`src/rtl/home_rr_event_arbiter.sv`:
```
// ============================================================================
// home_rr_event_arbiter
//
// Purpose:
//   Latches requests from N_DIG digital sensors plus a cold and a hot
//   temperature channel into a pending register. Pending channels are served
//   one at a time with round-robin arbitration. A granted channel holds its
//   one-hot actuator enable for HOLD_CYC cycles, or less if SVC_ACK ends the
//   service early. The display shows the served channel index + 1.
//
// Optional feature (macro HOME_URGENT_EN):
//   When defined, channel 0 (front door) is urgent. In IDLE a pending
//   channel 0 is granted ahead of the rotation, and the rotation pointer is
//   left unchanged. An active service is never preempted.
//
// Ports:
//   Clk      in   1       clock, rising edge
//   Rst      in   1       synchronous active-high reset
//   SENS     in   N_DIG   digital sensor levels, bit k = channel k
//   ST       in   TEMP_W  unsigned temperature reading
//   SVC_ACK  in   1       early service-complete from the actuator side
//   act      out  N_CH    one-hot actuator enables (all zero when idle)
//   display  out  DISP_W  served channel index + 1, 0 when idle
//   busy     out  1       high while serving a channel
//   pend     out  N_CH    pending-request register
// ============================================================================
module home_rr_event_arbiter #(
    parameter  int N_DIG    = 4,
    parameter  int TEMP_W   = 7,
    parameter  int TEMP_LO  = 50,
    parameter  int TEMP_HI  = 70,
    parameter  int HOLD_CYC = 4,
    localparam int N_CH     = N_DIG + 2,
    localparam int DISP_W   = $clog2(N_CH + 1)
) (
    input  logic              Clk,
    input  logic              Rst,
    input  logic [N_DIG-1:0]  SENS,
    input  logic [TEMP_W-1:0] ST,
    input  logic              SVC_ACK,
    output logic [N_CH-1:0]   act,
    output logic [DISP_W-1:0] display,
    output logic              busy,
    output logic [N_CH-1:0]   pend
);

    localparam int PTR_W = $clog2(N_CH);
    localparam int CNT_W = (HOLD_CYC > 1) ? $clog2(HOLD_CYC) : 1;

    localparam logic [TEMP_W-1:0] LO_TH = TEMP_W'(TEMP_LO);
    localparam logic [TEMP_W-1:0] HI_TH = TEMP_W'(TEMP_HI);

    typedef enum logic {
        IDLE  = 1'b0,
        SERVE = 1'b1
    } state_t;

    state_t           state;
    logic [PTR_W-1:0] ptr;
    logic [CNT_W-1:0] cnt;

    logic             cold;
    logic             hot;
    logic [N_CH-1:0]  req;
    logic             grant_valid;
    logic [PTR_W-1:0] grant_idx;
    logic [PTR_W-1:0] next_ptr;
    logic [N_CH-1:0]  clr;

    // Thresholds are strict: a reading equal to either threshold is quiet.
    assign cold = (ST < LO_TH);
    assign hot  = (ST > HI_TH);
    assign req  = {hot, cold, SENS};

    // Only the registered pend vector is arbitrated, so a request always
    // takes one edge to latch before it can be granted.
    assign grant_valid = (state == IDLE) && (|pend);

    // Round-robin search starting at ptr and wrapping; the first pending
    // channel found wins. The pointer moves to the channel after the winner.
    always_comb begin
        logic             found;
        int               cand;
        logic [PTR_W-1:0] cand_idx;
        found     = 1'b0;
        cand      = 0;
        cand_idx  = '0;
        grant_idx = '0;
        for (int i = 0; i < N_CH; i++) begin
            cand = int'(ptr) + i;
            if (cand >= N_CH) begin
                cand = cand - N_CH;
            end
            cand_idx = PTR_W'(cand);
            if (!found && pend[cand_idx]) begin
                found     = 1'b1;
                grant_idx = cand_idx;
            end
        end
        next_ptr = (grant_idx == PTR_W'(N_CH - 1)) ? '0 : grant_idx + PTR_W'(1);
`ifdef HOME_URGENT_EN
        // The front door jumps the queue without disturbing the rotation.
        if (pend[0]) begin
            grant_idx = '0;
            next_ptr  = ptr;
        end
`endif
    end

    // One-hot clear of the channel granted at this edge; clear beats a
    // same-edge set, and a still-active source re-latches on the next edge.
    assign clr = grant_valid ? (N_CH'(1) << grant_idx) : '0;

    // Single state machine with all outputs registered. A grant sets the
    // hold counter to HOLD_CYC-1 so act stays high exactly HOLD_CYC cycles;
    // SVC_ACK ends service early. Leaving SERVE always passes through IDLE.
    always_ff @(posedge Clk) begin
        if (Rst) begin
            state   <= IDLE;
            act     <= '0;
            display <= '0;
            busy    <= 1'b0;
            pend    <= '0;
            ptr     <= '0;
            cnt     <= '0;
        end else begin
            pend <= (pend | req) & ~clr;
            case (state)
                IDLE: begin
                    if (grant_valid) begin
                        state   <= SERVE;
                        act     <= N_CH'(1) << grant_idx;
                        display <= DISP_W'(grant_idx) + DISP_W'(1);
                        busy    <= 1'b1;
                        cnt     <= CNT_W'(HOLD_CYC - 1);
                        ptr     <= next_ptr;
                    end
                end
                SERVE: begin
                    if ((cnt == '0) || SVC_ACK) begin
                        state   <= IDLE;
                        act     <= '0;
                        display <= '0;
                        busy    <= 1'b0;
                    end else begin
                        cnt <= cnt - CNT_W'(1);
                    end
                end
                default: begin
                    state   <= IDLE;
                    act     <= '0;
                    display <= '0;
                    busy    <= 1'b0;
                end
            endcase
        end
    end

endmodule

```
`config.mk`:
```
export PLATFORM = sky130hd
export DESIGN_NAME = home_rr_event_arbiter
export DESIGN_NICKNAME = d
export VERILOG_FILES = /design/src/rtl/home_rr_event_arbiter.sv
export SDC_FILE = /design/constraint.sdc
export NUM_CORES = 1
export LEC_CHECK = 0
export BUFFER_PORTS_ARGS = -buffer_cell sky130_fd_sc_hd__buf_2
export CAP_MARGIN = 0
export CORE_UTILIZATION = 60
export DETAILED_ROUTE_END_ITERATION = 10
export HOLD_SLACK_MARGIN = 0.03
export PLACE_DENSITY = 0.93
export RECOVER_POWER = 50
export SYNTH_ARGS = -nofsm -noshare
export SYNTH_HDL_FRONTEND = slang
export SYNTH_SLANG_ARGS = --single-unit
```
`constraint.sdc`:
```
create_clock -name Clk -period 7.7 [get_ports Clk]
set_clock_uncertainty 0.2 [all_clocks]
set_input_delay 1.54 -clock Clk [delete_from_list [all_inputs] [get_ports Clk]]
set_output_delay 1.54 -clock Clk [all_outputs]
set_load 0.005 [all_outputs]
```
# Yosys cells after proc, flatten, opt, wreduce, memory -nomap -nowiden
# Index checks and enable logic that the tools add are counted.
[word_totals]
input_bits = 14
output_inout_bits = 16
ff_bits = 22
wordCells = 106
[classes]
bitwise = 4
mux = 46
n_addsub = 13
order_cmp = 14
shifts = 1
reduce_logical = 17
eq_ne = 4
[op_table]
columns = ["cell", "count"]
rows = [
  ["3-bit 2-to-1 mux", 15],
  ["3-bit by 4-bit less-than comparator with 1-bit output, second input constant", 6],
  ["4-bit by 3-bit >= comparator with 1-bit output, second input constant", 5],
  ["1-bit binary-select mux with 3-bit select", 6],
  ["6-bit 2-to-1 mux", 3],
  ["3-bit subtractor, second input constant", 6],
  ["1-bit 2-to-1 mux", 15],
  ["6-bit one-hot mux with 2 select lines", 1],
  ["3-bit by 2-bit adder with 4-bit output, second input constant", 2],
  ["3-bit by 3-bit adder with 4-bit output, second input constant", 2],
  ["7-bit > comparator, second input constant", 1],
  ["7-bit by 6-bit less-than comparator with 1-bit output, second input constant", 1],
  ["6-bit AND", 1],
  ["1-bit logical AND", 6],
  ["6-bit NOT", 1],
  ["6-bit OR", 1],
  ["3-bit one-hot mux with 2 select lines", 1],
  ["2-bit AND reduction", 3],
  ["6-bit OR reduction", 1],
  ["1-bit by 3-bit << shifter with 6-bit output, first input constant", 1],
  ["1-bit logical NOT", 5],
  ["3-bit by 1-bit adder with 4-bit output, second input constant", 1],
  ["2-bit 2-to-1 mux", 2],
  ["2-bit inequality test, second input constant", 2],
  ["10 further kinds", 11],
]

# Longest topological paths before layout
[logic_depth]
depth_word = 24
ltp_mapped = 16
depth_no_buf = 14

# Worst setup path before layout
# Ideal clock, no wire load.
[synth_timing]
path_type = "flip-flop to flip-flop"
from = "reg ptr[0]"
to = "reg ptr[2]"
path_stages_with_launch = 17
setup_time_ns = 0.071
path_slack_ns = 3.939
arrival_time_ns = 3.491
synth_period_minus_slack_ns = 3.761
t_required_ns = 7.429
cell_sequence = "dfxtp_1 > buf_2 > inv_1 > ha_1 > clkbuf_1 > and2_1 > a31o_1 > nor2_1 > or3_1 > a221o_1 > nand2_1 > a2bb2oi_1 > ha_1 > ha_1 > nor2_1 > o21ai_0 > a21oi_1"
[synth_between]
elab_chain_cells = 22
elab_cells_between_ends = 59
[synth_rtl]
columns = ["item", "line_no", "rtl"]
rows = [
  ["start: declaration", "59", "logic [PTR_W-1:0] ptr;"],
  ["start signal: assignment", "136", "ptr <= next_ptr;"],
  ["branches (longest 19 deep; another with 3-bit by 1-bit adder with 4-bit output)", "-", ""],
  ["3-bit 2-to-1 mux (*)", "95", "if (!found && pend[cand_idx]) begin"],
  ["3-bit by 1-bit adder with 3-bit output / 3-bit == test (equally long branches)", "100", "next_ptr = (grant_idx == PTR_W'(N_CH - 1)) ? '0 : grant_idx + PTR_W'(1);"],
  ["3-bit 2-to-1 mux (*)", "100", ""],
]
# Every way passes the cells marked *. The select of a mux whose other input is x is not followed.
# A chain may end at the register's enable or synchronous reset.

# Worst setup path after layout
# Same ends and word-level chain as after synthesis.

==> Implementation_results.wiki <==
{| class="wikitable"
! Metric !! Value
|-
| Count of vias placed by the detailed router || 1,674
|-
| Area grow syn2layout || 9.75%
|-
| Hold Crit Class || reg2reg
|-
| Fill cell count || 222
|-
| Net count of the mapped netlist || 234
|-
| HPWL Detailed || 3240 um
|-
| Power density relative to cell area || 476 mW/mm2
|-
| Largest area contributor in the synthesized netlist || sky130_fd_sc_hd__dfxtp_1
|-
| Clock latency on the worst-skew pair || 0.30 ns
|-
| Element type at the critical path end || flop
|-
| Peak clock frequency supported by timing || 229 MHz
|-
| Initial Util || 63.3%
|-
| Worst setup path category || reg2reg
|-
| Minimum setup slack after placement || 3.40 ns
|-
| Number of flops mapped to enable cells by yosys || 0
|-
| Share of total power in combinational logic || 72.7%
|-
| Largest net degree at the start of global routing || 24
|-
| Critical Path Source || ptr[0]
|-
| Measured slew at the worst slew-check pin || 0.671 ns
|-
| Routed len/inst || 16.4 um
|-
| Post-synthesis average cell area || 8.47 um2
|-
| Worst rel slew slack || 55.2%
|-
| Final setup violation count || 0
|-
| Number of standard cells in the final layout excluding fillers || 261
|-
| Most used cell along the critical path || sky130_fd_sc_hd__ha_1
|-
| Die outline area || 0.00313 mm2
|-
| Max-cap violations || 0
|-
| Number of levels in the clock H-tree || 1
|-
| # DRC || 0
|-
| Portion of synthesized cell area occupied by the leading cell type || 25.2%
|-
| TritonCTS buffer count || 3
|-
| Vertical die dimension || 55.9 um
|-
| Buffer depth of the longest clock path || 2
|-
| Maximum net fanout on the critical path || 18
|-
| Synth warnings || 0
|-
| Clock root buffer || sky130_fd_sc_hd__clkbuf_4
|-
| Buffers inserted during post-CTS setup optimization || 0
|-
| Clock transition time at the flip-flop clock pins of the worst setup and hold paths || 0.11 ns
|-
| Min Tclk post-route || 4.36 ns
|-
| First-pass GRT wire length || 7040 um
|-
| Clock power frac || 5.6%
|-
| Number of distinct library cell variants in the gate-level netlist after synthesis || 59
|-
| Delay of the slowest cell on the worst path || 0.76 ns
|-
| CP top delay family || compound AO/OA/AOI/OAI gates
|-
| Fraction of final layout cells with drive strength greater than 1 || 19.1%
|-
| Inst Count DP || 258
|-
| Worst setup slack after layout || 3.34 ns
|-
| Number of buffer cells added on primary ports || 29
|-
| Internal power || 0.446 mW
|-
| Startpoint type of the worst setup path || flop
|-
| Overall global routing resource usage || 28.3%
|-
| Buf/Inv on CP || 1
|-
| Overall power of the completed layout || 0.912 mW
|-
| Flop and latch count out of synthesis || 22
|-
| Number of pins exceeding their max-slew limit in the final report || 0
|-
| Flip-flop cell with the highest count after synthesis || sky130_fd_sc_hd__dfxtp_1
|-
| Number of core rows || 19
|-
| Setup TNS || 0 ns
|-
| Ordered list of cells on the worst path || inv_1 > ha_1 > and2_1 > a31o_1 > nor2_1 > or3_1 > a221o_1 > nand2_1 > a2bb2oi_1 > ha_1 > ha_1 > nor2_1 > o21ai_0 > a21oi_1
|-
| Cells after Synth || 206
|-
| Final weighted congestion of routability-driven global placement || 0.927
|-
| IO Pins || 30
|-
| Share of total power in sequential cells || 21.7%
|-
| Clock tree from TritonCTS || yes
|-
| Unrepaired setup endpoints after global routing || false
|-
| CP Data Arrival Time || 4.41 ns
|-
| Cell type of the slowest stage on the worst timing path || sky130_fd_sc_hd__dfxtp_1
|-
| Final worst-path cycle share || 56.7%
|-
| Count of final hold-check violations || 0
|-
| Total leakage power || 0.787 nW
|-
| FF-to-FF Start || ptr[0]
|-
| Routed wire length || 4280 um
|-
| Post-Synthesis Cell Area || 0.00175 mm2
|-
| Net switching power of the design || 0.467 mW
|-
| Number of inserted diodes || 0
|-
| Number of gates resized after CTS || 0
|-
| Result of the run || complete, no violations
|-
| Beginning of the worst hold path || cnt[0]
|-
| Switching Fraction || 51.2%
|-
| Maximum VDD drop || 0.000413 V
|-
| Initial antenna violation count || 0
|-
| CTS Hold Bufs || 0
|-
| Horizontal die dimension || 55.9 um
|-
| Share of synthesized area occupied by flip-flops and latches || 25.2%
|-
| Post-synthesis async set-or-reset flop share || 0%
|-
| Detailed Route Iter0 Violations || 121
|-
| Synth area leaders || sky130_fd_sc_hd__dfxtp_1 25%, sky130_fd_sc_hd__ha_1 10%, sky130_fd_sc_hd__nor2_1 4.7%
|-
| Layout Nets || 260
|-
| Vias in the first global route || 1,540
|-
| Std-Cell Core Area || 0.00276 mm2
|-
| Length of the first detailed-routing pass in iterations || 4
|-
| Total clock sinks || 22
|-
| Required time worst endpoint || 7.74 ns
|-
| Residual overflow from global routing || 0
|-
| Avg Vias per Cell || 6.41
|-
| Post-route antenna net violation count || 0
|}
Yosys cell counts (2+ instances only):
library cell	number
sky130_fd_sc_hd__a211oi_1	3
sky130_fd_sc_hd__a21oi_1	14
sky130_fd_sc_hd__a22o_1	4
sky130_fd_sc_hd__a2bb2oi_1	2
sky130_fd_sc_hd__a311oi_1	2
sky130_fd_sc_hd__a311oi_2	3
sky130_fd_sc_hd__a31oi_1	2
sky130_fd_sc_hd__and2_1	3
sky130_fd_sc_hd__buf_2	2
sky130_fd_sc_hd__clkbuf_1	6
sky130_fd_sc_hd__dfxtp_1	22
sky130_fd_sc_hd__ha_1	14
sky130_fd_sc_hd__inv_1	8
sky130_fd_sc_hd__mux2i_1	6
sky130_fd_sc_hd__mux4_2	2
sky130_fd_sc_hd__nand2_1	13
sky130_fd_sc_hd__nand2b_1	6
sky130_fd_sc_hd__nand3_1	6
sky130_fd_sc_hd__nand3b_1	6
sky130_fd_sc_hd__nor2_1	22
sky130_fd_sc_hd__nor2b_1	2
sky130_fd_sc_hd__nor3_1	8
sky130_fd_sc_hd__nor3b_1	2
sky130_fd_sc_hd__o21ai_0	4
sky130_fd_sc_hd__o21ai_1	3
sky130_fd_sc_hd__o21bai_1	2
sky130_fd_sc_hd__o31ai_1	3
sky130_fd_sc_hd__or3_1	3
sky130_fd_sc_hd__xor2_1	3
area by class of cell:
class                   instances  area, um2  area share, %
multi-input cells             166       1230           64.3
repair buffers                 30        149           7.77
flip-flops and latches         22        440           23.0
clock buffers                   3       22.5           1.18
well taps                      31       38.8           2.02
inverters                       9       33.8           1.76
power groups by stage:
stage	registers, mW	logic (mW)	clock network, mW
detailed placement	0.200	0.651	0
finish	0.198	0.663	0.0511
global route	0.204	0.727	0.0584
CTS	0.197	0.659	0.0515
global placement	0.196	0.625	0
floorplan	0.185	0.504	0
state kept, by name (all words and copies together), names as in the netlist:
name,cells
act,6
pend,6
display,3
ptr,3
cnt,2
busy,1
state,1
placed cells by master, fill, tap and decap left out, types with 3 or more instances in the layout:
cell type                  count
sky130_fd_sc_hd__a211oi_1      3
sky130_fd_sc_hd__a21oi_1      14
sky130_fd_sc_hd__a22o_1        4
sky130_fd_sc_hd__a311oi_2      3
sky130_fd_sc_hd__and2_1        3
sky130_fd_sc_hd__buf_2        26
sky130_fd_sc_hd__clkbuf_1      3
sky130_fd_sc_hd__clkbuf_4      3
sky130_fd_sc_hd__dfxtp_1      22
sky130_fd_sc_hd__ha_1         14
sky130_fd_sc_hd__inv_1         8
sky130_fd_sc_hd__mux2i_1       6
sky130_fd_sc_hd__nand2_1      13
sky130_fd_sc_hd__nand2b_1      6
sky130_fd_sc_hd__nand3_1       6
sky130_fd_sc_hd__nand3b_1      6
sky130_fd_sc_hd__nor2_1       22
sky130_fd_sc_hd__nor3_1        8
sky130_fd_sc_hd__o21ai_0       4
sky130_fd_sc_hd__o21ai_1       3
sky130_fd_sc_hd__o31ai_1       3
sky130_fd_sc_hd__or3_1         3
sky130_fd_sc_hd__xor2_1        3
through the flow:
stage                     hold WS, ns  cell area (um2)  util [%]
after global placement          0.232             1900      68.8
after CTS                       0.285             1920      69.6
after global routing            0.312             1920      69.5
after detailed placement        0.259             1900      68.8
after floorplan                 0.242             1750         -
final                           0.283             1920      69.5
final timing paths:
check                           endpoint  slack [ns]  depth (start not counted)
worst max register to register    ptr[2]        3.34                         14
worst min-delay path              cnt[0]        0.28                          1
worst max-delay path              ptr[2]        3.34                         14
worst min register to register    cnt[0]        0.28                          1
worst reg2reg max path, cell delays in order (launching register included):
cell and delay (ns):
sky130_fd_sc_hd__dfxtp_1 0.76, sky130_fd_sc_hd__inv_1 0.18, sky130_fd_sc_hd__ha_1 0.64, sky130_fd_sc_hd__and2_1 0.22, sky130_fd_sc_hd__a31o_1 0.13, sky130_fd_sc_hd__nor2_1 0.06, sky130_fd_sc_hd__or3_1 0.47, sky130_fd_sc_hd__a221o_1 0.36
sky130_fd_sc_hd__nand2_1 0.08, sky130_fd_sc_hd__a2bb2oi_1 0.40, sky130_fd_sc_hd__ha_1 0.23, sky130_fd_sc_hd__ha_1 0.23, sky130_fd_sc_hd__nor2_1 0.13, sky130_fd_sc_hd__o21ai_0 0.10, sky130_fd_sc_hd__a21oi_1 0.12
logic make-up (layout without fill, tap and decap cells):
| logic type | Yosys count | in the layout | share of synthesized area [%] |
|---|---|---|---|
| buffers and inverters | 18 | 42 | 4.23 |
| DFF | 22 | 22 | 25.2 |
| and+or+nand+nor | 81 | 81 | 26.1 |
| muxes | 9 | 9 | 6.67 |
| AOI/OAI and AO/OA | 57 | 57 | 24.8 |
| xor gates and xnor gates | 5 | 5 | 2.94 |
| adders and majority gates | 14 | 14 | 10.0 |
layer usage:
metal	share of wire (%)	wire [um]	GRT usage, %
met1	42	1810	35.3
met5	0	0	0
met4	2.4	102	10.8
met2	52	2210	51.3
met3	3.8	161	1.40
Note: power is estimated with default switching activity, not from simulation.
